File: src/rtl/sram_port_arbiter_pkg.sv
// Shared definitions for the SRAM port arbiter: FSM state encoding and
// default geometry/starvation constants.
package sram_port_arbiter_pkg;

    localparam int DEF_ADDR_W     = 11;
    localparam int DEF_DATA_W     = 186;
    localparam int DEF_MASK_W     = 6;
    localparam int DEF_STARVE_MAX = 4;

    typedef enum logic {
        INIT = 1'b0,
        RUN  = 1'b1
    } arb_state_e;

endpackage

File: src/rtl/sram_starve_ctr.sv
// Saturating count of consecutive arbitrations a pending write has lost.
module sram_starve_ctr #(
    parameter int STARVE_MAX = 4,
    parameter int CNT_W      = $clog2(STARVE_MAX + 1)
) (
    input  logic clock_i,
    input  logic reset_i,
    input  logic inc_i,
    input  logic clr_i,
    output logic sat_o
);

    localparam logic [CNT_W-1:0] CNT_MAX = CNT_W'(STARVE_MAX);

    logic [CNT_W-1:0] cnt_q, cnt_d;

    // Next count: clear wins, otherwise increment until saturated.
    always_comb begin
        cnt_d = cnt_q;
        if (clr_i) begin
            cnt_d = '0;
        end else if (inc_i && (cnt_q != CNT_MAX)) begin
            cnt_d = cnt_q + CNT_W'(1);
        end
    end

    // Counter register.
    always_ff @(posedge clock_i or posedge reset_i) begin
        if (reset_i) begin
            cnt_q <= '0;
        end else begin
            cnt_q <= cnt_d;
        end
    end

    assign sat_o = (cnt_q == CNT_MAX);

endmodule

File: src/rtl/sram_port_arbiter.sv
// Single-port SRAM arbiter: one read port, one masked write port, reads win
// ties unless the write has lost STARVE_MAX arbitrations in a row.
// Optional power-on clear sweep enabled by `define SRAM_INIT_CLEAR_EN.
module sram_port_arbiter
    import sram_port_arbiter_pkg::*;
#(
    parameter int ADDR_W     = DEF_ADDR_W,
    parameter int DATA_W     = DEF_DATA_W,
    parameter int MASK_W     = DEF_MASK_W,
    parameter int STARVE_MAX = DEF_STARVE_MAX
) (
    input  logic              clock,
    input  logic              reset,
    input  logic              r_req_valid,
    output logic              r_req_ready,
    input  logic [ADDR_W-1:0] r_req_addr,
    output logic              r_resp_valid,
    output logic [DATA_W-1:0] r_resp_data,
    input  logic              w_req_valid,
    output logic              w_req_ready,
    input  logic [ADDR_W-1:0] w_req_addr,
    input  logic [MASK_W-1:0] w_req_mask,
    input  logic [DATA_W-1:0] w_req_data,
    output logic              init_done,
    output logic              sram_en,
    output logic              sram_wmode,
    output logic [ADDR_W-1:0] sram_addr,
    output logic [MASK_W-1:0] sram_wmask,
    output logic [DATA_W-1:0] sram_wdata,
    input  logic [DATA_W-1:0] sram_rdata
);

    logic run;
    logic starved;
    logic r_fire;
    logic w_fire;
    logic r_resp_valid_q;

`ifdef SRAM_INIT_CLEAR_EN
    arb_state_e        state_q, state_d;
    logic [ADDR_W-1:0] sweep_q, sweep_d;
    logic              sweeping;

    // State and sweep address registers.
    always_ff @(posedge clock or posedge reset) begin
        if (reset) begin
            state_q <= INIT;
            sweep_q <= '0;
        end else begin
            state_q <= state_d;
            sweep_q <= sweep_d;
        end
    end

    // Sweep is held off while reset is asserted so the SRAM stays idle.
    assign sweeping  = (state_q == INIT) && !reset;
    assign run       = (state_q == RUN);
    assign init_done = (state_q == RUN);
`else
    // No clear sweep: usable straight out of reset.
    assign run       = !reset;
    assign init_done = 1'b1;
`endif

    assign r_req_ready = run && !(w_req_valid && starved);
    assign w_req_ready = run && (!r_req_valid || starved);
    assign r_fire      = r_req_valid && r_req_ready;
    assign w_fire      = w_req_valid && w_req_ready;

    // SRAM command mux plus next-state of the clear sweep.
    always_comb begin
        sram_en    = 1'b0;
        sram_wmode = 1'b0;
        sram_addr  = '0;
        sram_wmask = '0;
        sram_wdata = '0;
`ifdef SRAM_INIT_CLEAR_EN
        state_d    = state_q;
        sweep_d    = sweep_q;
        if (sweeping) begin
            sram_en    = 1'b1;
            sram_wmode = 1'b1;
            sram_addr  = sweep_q;
            sram_wmask = '1;
            sweep_d    = sweep_q + ADDR_W'(1);
            if (sweep_q == '1) begin
                state_d = RUN;
            end
        end
`endif
        if (w_fire) begin
            sram_en    = 1'b1;
            sram_wmode = 1'b1;
            sram_addr  = w_req_addr;
            sram_wmask = w_req_mask;
            sram_wdata = w_req_data;
        end else if (r_fire) begin
            sram_en    = 1'b1;
            sram_addr  = r_req_addr;
        end
    end

    // Read response valid tracks the 1-cycle SRAM read latency.
    always_ff @(posedge clock or posedge reset) begin
        if (reset) begin
            r_resp_valid_q <= 1'b0;
        end else begin
            r_resp_valid_q <= r_fire;
        end
    end

    assign r_resp_valid = r_resp_valid_q;
    assign r_resp_data  = sram_rdata;

    sram_starve_ctr #(
        .STARVE_MAX (STARVE_MAX)
    ) u_starve_ctr (
        .clock_i (clock),
        .reset_i (reset),
        .inc_i   (w_req_valid && r_fire),
        .clr_i   (w_fire),
        .sat_o   (starved)
    );

endmodule

File: config.mk
export PLATFORM = sky130hd
export DESIGN_NAME = sram_port_arbiter
export DESIGN_NICKNAME = d
export VERILOG_FILES = /design/src/rtl/sram_port_arbiter_pkg.sv /design/src/rtl/sram_starve_ctr.sv /design/src/rtl/sram_port_arbiter.sv
export SDC_FILE = /design/constraint.sdc
export NUM_CORES = 1
export LEC_CHECK = 0
export CORE_AREA = 2 2 309 311
export DETAILED_ROUTE_END_ITERATION = 8
export DIE_AREA = 0 0 311 313
export PLACE_DENSITY_LB_ADDON = 0.12
export SLEW_MARGIN = 20
export SYNTH_ARGS = -nofsm -noshare
export SYNTH_HDL_FRONTEND = slang
export SYNTH_HIERARCHICAL = 1
export SYNTH_SLANG_ARGS = --single-unit
File: constraint.sdc
create_clock -name clock -period 2.4 [get_ports clock]
set_input_delay 0.48 -clock clock [delete_from_list [all_inputs] [get_ports clock]]
set_output_delay 0.48 -clock clock [all_outputs]
set_load 0.01 [all_outputs]
# Word-level counts from Yosys, hierarchy flattened
# Cells that the tools add are included.
# totals
regBits	4
output_inout_bits	395
word_cells	26
# op_classes
n_addsub	1
n_eq_ne	2
n_mux	9
reduce_logical	12
# op_table
op	n
186-bit two-way mux	1
11-bit two-way mux	2
1-bit logical AND	7
3-bit two-way mux	2
6-bit two-way mux	1
3-bit by 1-bit adder with 3-bit output (second input constant)	1
3-bit == test (second input constant)	1
1-bit zero test	3
1-bit two-way mux	3
3-bit inequality test (second input constant)	1
2-bit nonzero test	1
1-bit logical OR	1

# Depth between registers and ports, before layout
# depth
depth_word	9
depth_mapped	10

# By module
# The synthesis kept the hierarchy.
# modules_own_cells
mod	n_inst	cells_each	area_each_um2	seq_area_each_um2
sram_port_arbiter	1	475	4484.3	25.0
sram_starve_ctr	1	19	196.4	75.1

# Worst setup path before layout
# Ideal clock, no wire load.
# synth_path
path_type	reg2out
start	register u_starve_ctr.cnt_q[0]
end	output port sram_wmode
t_arrival_ns	1.559
t_required_ns	1.920
setup_slack_ns	0.361
path_stages_with_launch	9
n_path_buf	3
cell_sequence	dfrtp_1 > inv_1 > ha_1 > and2_1 > nor2b_1 > buf_6 > buf_4 > buf_6 > nor2_1
# synth_between
elab_chain_len	5
# synth_lines
item	line_no	source
start, declared	sram_starve_ctr.sv:15	logic [CNT_W-1:0] cnt_q, cnt_d;
start signal, assigned	sram_starve_ctr.sv:32	cnt_q <= cnt_d;
3-bit == test	sram_starve_ctr.sv:36	assign sat_o = (cnt_q == CNT_MAX);
via starved	sram_port_arbiter.sv:34	logic starved;
1-bit logical OR	sram_port_arbiter.sv:66	assign w_req_ready = run && (!r_req_valid || starved);
1-bit logical AND	sram_port_arbiter.sv:66	
1-bit logical AND	sram_port_arbiter.sv:68	assign w_fire = w_req_valid && w_req_ready;
1-bit two-way mux	sram_port_arbiter.sv:91	if (w_fire) begin
end, declared	sram_port_arbiter.sv:26	output logic sram_wmode,
# The timed path passes the listed nets, and every way through them passes these cells.

# Final worst setup path
# layout_path
start	register u_starve_ctr.cnt_q[1]
end	output port sram_wdata[132]
# layout_between
elab_chain_len	5
# layout_lines
item	line_no	source
3-bit == test	sram_starve_ctr.sv:36	
via starved	sram_port_arbiter.sv:34	
1-bit logical OR	sram_port_arbiter.sv:66	
1-bit logical AND	sram_port_arbiter.sv:66	
1-bit logical AND	sram_port_arbiter.sv:68	
186-bit two-way mux	sram_port_arbiter.sv:91	
end, declared	sram_port_arbiter.sv:29	output logic [DATA_W-1:0] sram_wdata,
# The timed path passes the listed nets, and every way through them passes these cells.

==> results.toml <==
[yosys]
syn_area_um2 = 4680
synth_edf_count = 0
syn_inst = 494
yosysWarnings = 6
synth_area_per_cell_um2 = 9.48
synth_seq_cells = 4
synth-seq-area-share_pct = 2.14
synth_area_leaders = "nor3b_2 45%, buf_4 30%, buf_6 8.4%"
post-synth-top-area-cell = "nor3b_2"
yosysUniqueCellTypes = 25
synth_nets = 900
synthTopCellsByCount = "188 x buf_4, 169 x nor3b_2, 35 x buf_6, 24 x nand2b_1, 23 x nor3b_1"
synth.most_common_cell = "buf_4"
synth-main-ff-cell = "dfrtp_1"
async_flop_share_pct = 100
synth_top_area_share_pct = 45.2

[pwr]
power_density_nw_per_um2 = 224
cellLeakagePower_nw = 4.44
ir_worst_vdd_mv = 0.126
total_power_w = 0.00230

[die]
dieWidth_um = 311
start_util_pct = 4.97
pin_count = 799
dieArea_um2 = 97300
core_um2 = 94200
fp.dieH_um = 313
fp-row-count = 113

[critical_path]
crit_buf_inv = 8
path_max_fanout = 8
cpPeakStageDelay_ps = 370
start_kind = "register"
worstReg2RegStart = "u_starve_ctr/cnt_q[1]$_DFFE_PP0P_"
worstPathArrival_ps = 2170
critical_path.top_delay_family = "buffers and inverters"
cp-end-kind = "output port"
path_cells = "inv_1 -> ha_4 -> and2_4 -> nor2b_4 -> buf_12 -> buf_16 -> buf_12 -> buf_16 -> buf_12 -> buf_6 -> nor3b_2 -> buf_2"
startpoint = "u_starve_ctr/cnt_q[1]$_DFFE_PP0P_"
cp_slowest_cell = "dfrtp_1"
r2r_slack_ps = 190
crit_top_cell = "buf_12"
crit_type = "register to output port"
crit_required_ps = 1920

[sta]
period_needed_ps = 2650
final.period_utilization_pct = 111
final-setup-viol-count = 126
maxSlewViolCount = 0
clock_skew_ps = 2.10
rsz0062_at_grt = "true"
fmax_mhz = 377
setup_ws_ps = -253
hold_slack_ps = 515
finalHoldViolations = 0

[routing]
ant_nets = 0
route.detailed.drc = 0
firstDrtPassIters = 4
wl_per_cell_um = 14.2
vias = 4807
viasPerCell = 2.31
routed_wl_mm = 29.7
drt_iter0_markers = 84

[global_routing]
grt_max_degree = 52
grt_pass1_wl_mm = 38.7
grt_use_total_pct = 5.46
first_global_vias = 5028
antenna_found_initial = 8
gr-total-overflow = 0

[outcome]
status = "finished with violations"
violations = "negative setup slack"

[clock_network]
cts_buffers = 3
cts_root_buf = "clkbuf_16"
cts_tree = "built"
cts.clk_slew.worst_paths_ps = 30
cts_buffer_depth = 2
clk_latency_ps = 230
cts_sinks = 4
h-tree-depth = 1

[layout]
areaGrowthSynthToFinish_pct = 119
drive_gt1_share_pct = 59.7
nets = 1225
fin_area_um2 = 10200
final_cell_count_no_fill = 2085
fillCellCount = 10900

[placement]
placed_area_um2 = 9320
placed_cells = 2008
dp_slack_ps = -851
place_congestion = 0.699
dp_hpwl_mm = 23.8
port_buffers = 425

[min_path]
hp-class = "input pin to asynchronous set/reset pin"

[flow_run]
maxCapViolCount = 0
[final cells by class]
class / count / area (um2) / share of cell area [%]
Clock buffer: 3 / 75.1 / 0.733
Timing Repair Buffer: 556 / 5460 / 53.3
Tap cell: 1265 / 1580 / 15.5
Sequential cell: 4 / 100 / 0.978
Inverter: 5 / 18.8 / 0.183
Antenna cell: 3 / 7.51 / 0.0733
Multi-Input combinational cell: 249 / 3000 / 29.3
[cells in the final DEF, fill, tap and decap left out, types with 2 or more instances in the layout]
cell type | synthesis | layout
a21oi_1 | 2 | 2
buf_12 | 0 | 24
buf_16 | 0 | 6
buf_2 | 10 | 115
buf_4 | 188 | 69
buf_6 | 35 | 51
buf_8 | 0 | 12
clkbuf_16 | 0 | 9
clkbuf_2 | 0 | 7
clkdlybuf4s50_1 | 0 | 216
dfrtp_1 | 4 | 4
diode_2 | 0 | 3
dlygate4sd2_1 | 0 | 3
dlymetal6s2s_1 | 0 | 47
inv_1 | 4 | 3
inv_2 | 1 | 2
nand2b_1 | 24 | 24
nor2_1 | 6 | 5
nor3b_1 | 23 | 11
nor3b_2 | 169 | 159
nor3b_4 | 0 | 22
o32ai_1 | 11 | 7
o32ai_4 | 0 | 4
[state kept, by name, indices dropped and copies added, names as in the netlist]
name                cells
u_starve_ctr/cnt_q      3
r_resp_valid            1
[worst reg2reg max path: cells and delay by family, from the launching register on]
| kind | cells | cell delay, ps |
|---|---|---|
| multiplexers | 1 | 260 |
| AND/OR/NAND/NOR | 4 | 340 |
| flip-flops | 1 | 370 |
| adder cells (fa/ha/maj) | 1 | 140 |
| buffers and inverters | 8 | 980 |
[timing repair]
item                                   in CTS  in global routing
setup buffers                              29                 54
pin swaps                                  16                122
setup endpoints to repair                 207                207
gates cloned                                2                  7
hold buffers                                0                  0
gates resized for setup                   216                539
endpoints found under the hold margin       0                  0
[layer usage]
metal | routed length, um | up-vias | global-route usage (%)
met4 | 695 | 8 | 1.46
met1 | 10800 | 2176 | 5.54
met2 | 14200 | 436 | 9.40
li1 | - | 2139 | -
met5 | 46 | - | 0
met3 | 3880 | 48 | 3.37
[cell families (layout without fill, tap and decap cells)]
kind of cell               Yosys count  after routing  synth area share, %
AOI/OAI and AO/OA                   15             15                 2.73
adders and majority gates            2              2                0.535
buffers and inverters              241            564                 40.3
DFF                                  4              4                 2.14
muxes                                2              2                0.535
other                                1              4               0.0801
and+or+nand+nor                    229            229                 53.7
[path summary, 6_finish.rpt]
kind                                                           to  depth (start not counted)
worst max-delay path                              sram_wdata[132]                         12
worst min-delay path                       r_resp_valid$_DFF_PP0_                          4
worst max register to register  u_starve_ctr/cnt_q[0]$_DFFE_PP0P_                         14
worst min register to register  u_starve_ctr/cnt_q[1]$_DFFE_PP0P_                          3
max in group asynchronous       u_starve_ctr/cnt_q[1]$_DFFE_PP0P_                          4
min in group clock              u_starve_ctr/cnt_q[1]$_DFFE_PP0P_                          3
[power by group]
part	switching [W]	total, W	internal (W)	leakage, nW
clock network	0.0000480	0.000261	0.000213	0.0370
logic	0.000771	0.00194	0.00116	4.35
registers	0.0000126	0.0000993	0.0000867	0.0526
total	0.000832	0.00230	0.00146	4.44
[stage by stage]
step           TNS, ps  utilization [%]
2_1_floorplan        0                -
3_3_place_gp   -104420             9.89
3_5_place_dp   -101550             9.89
4_1_cts         -69670             10.1
5_1_grt         -26410             10.9
6_report        -13390             10.9
Power figures use the tool's default switching activity.
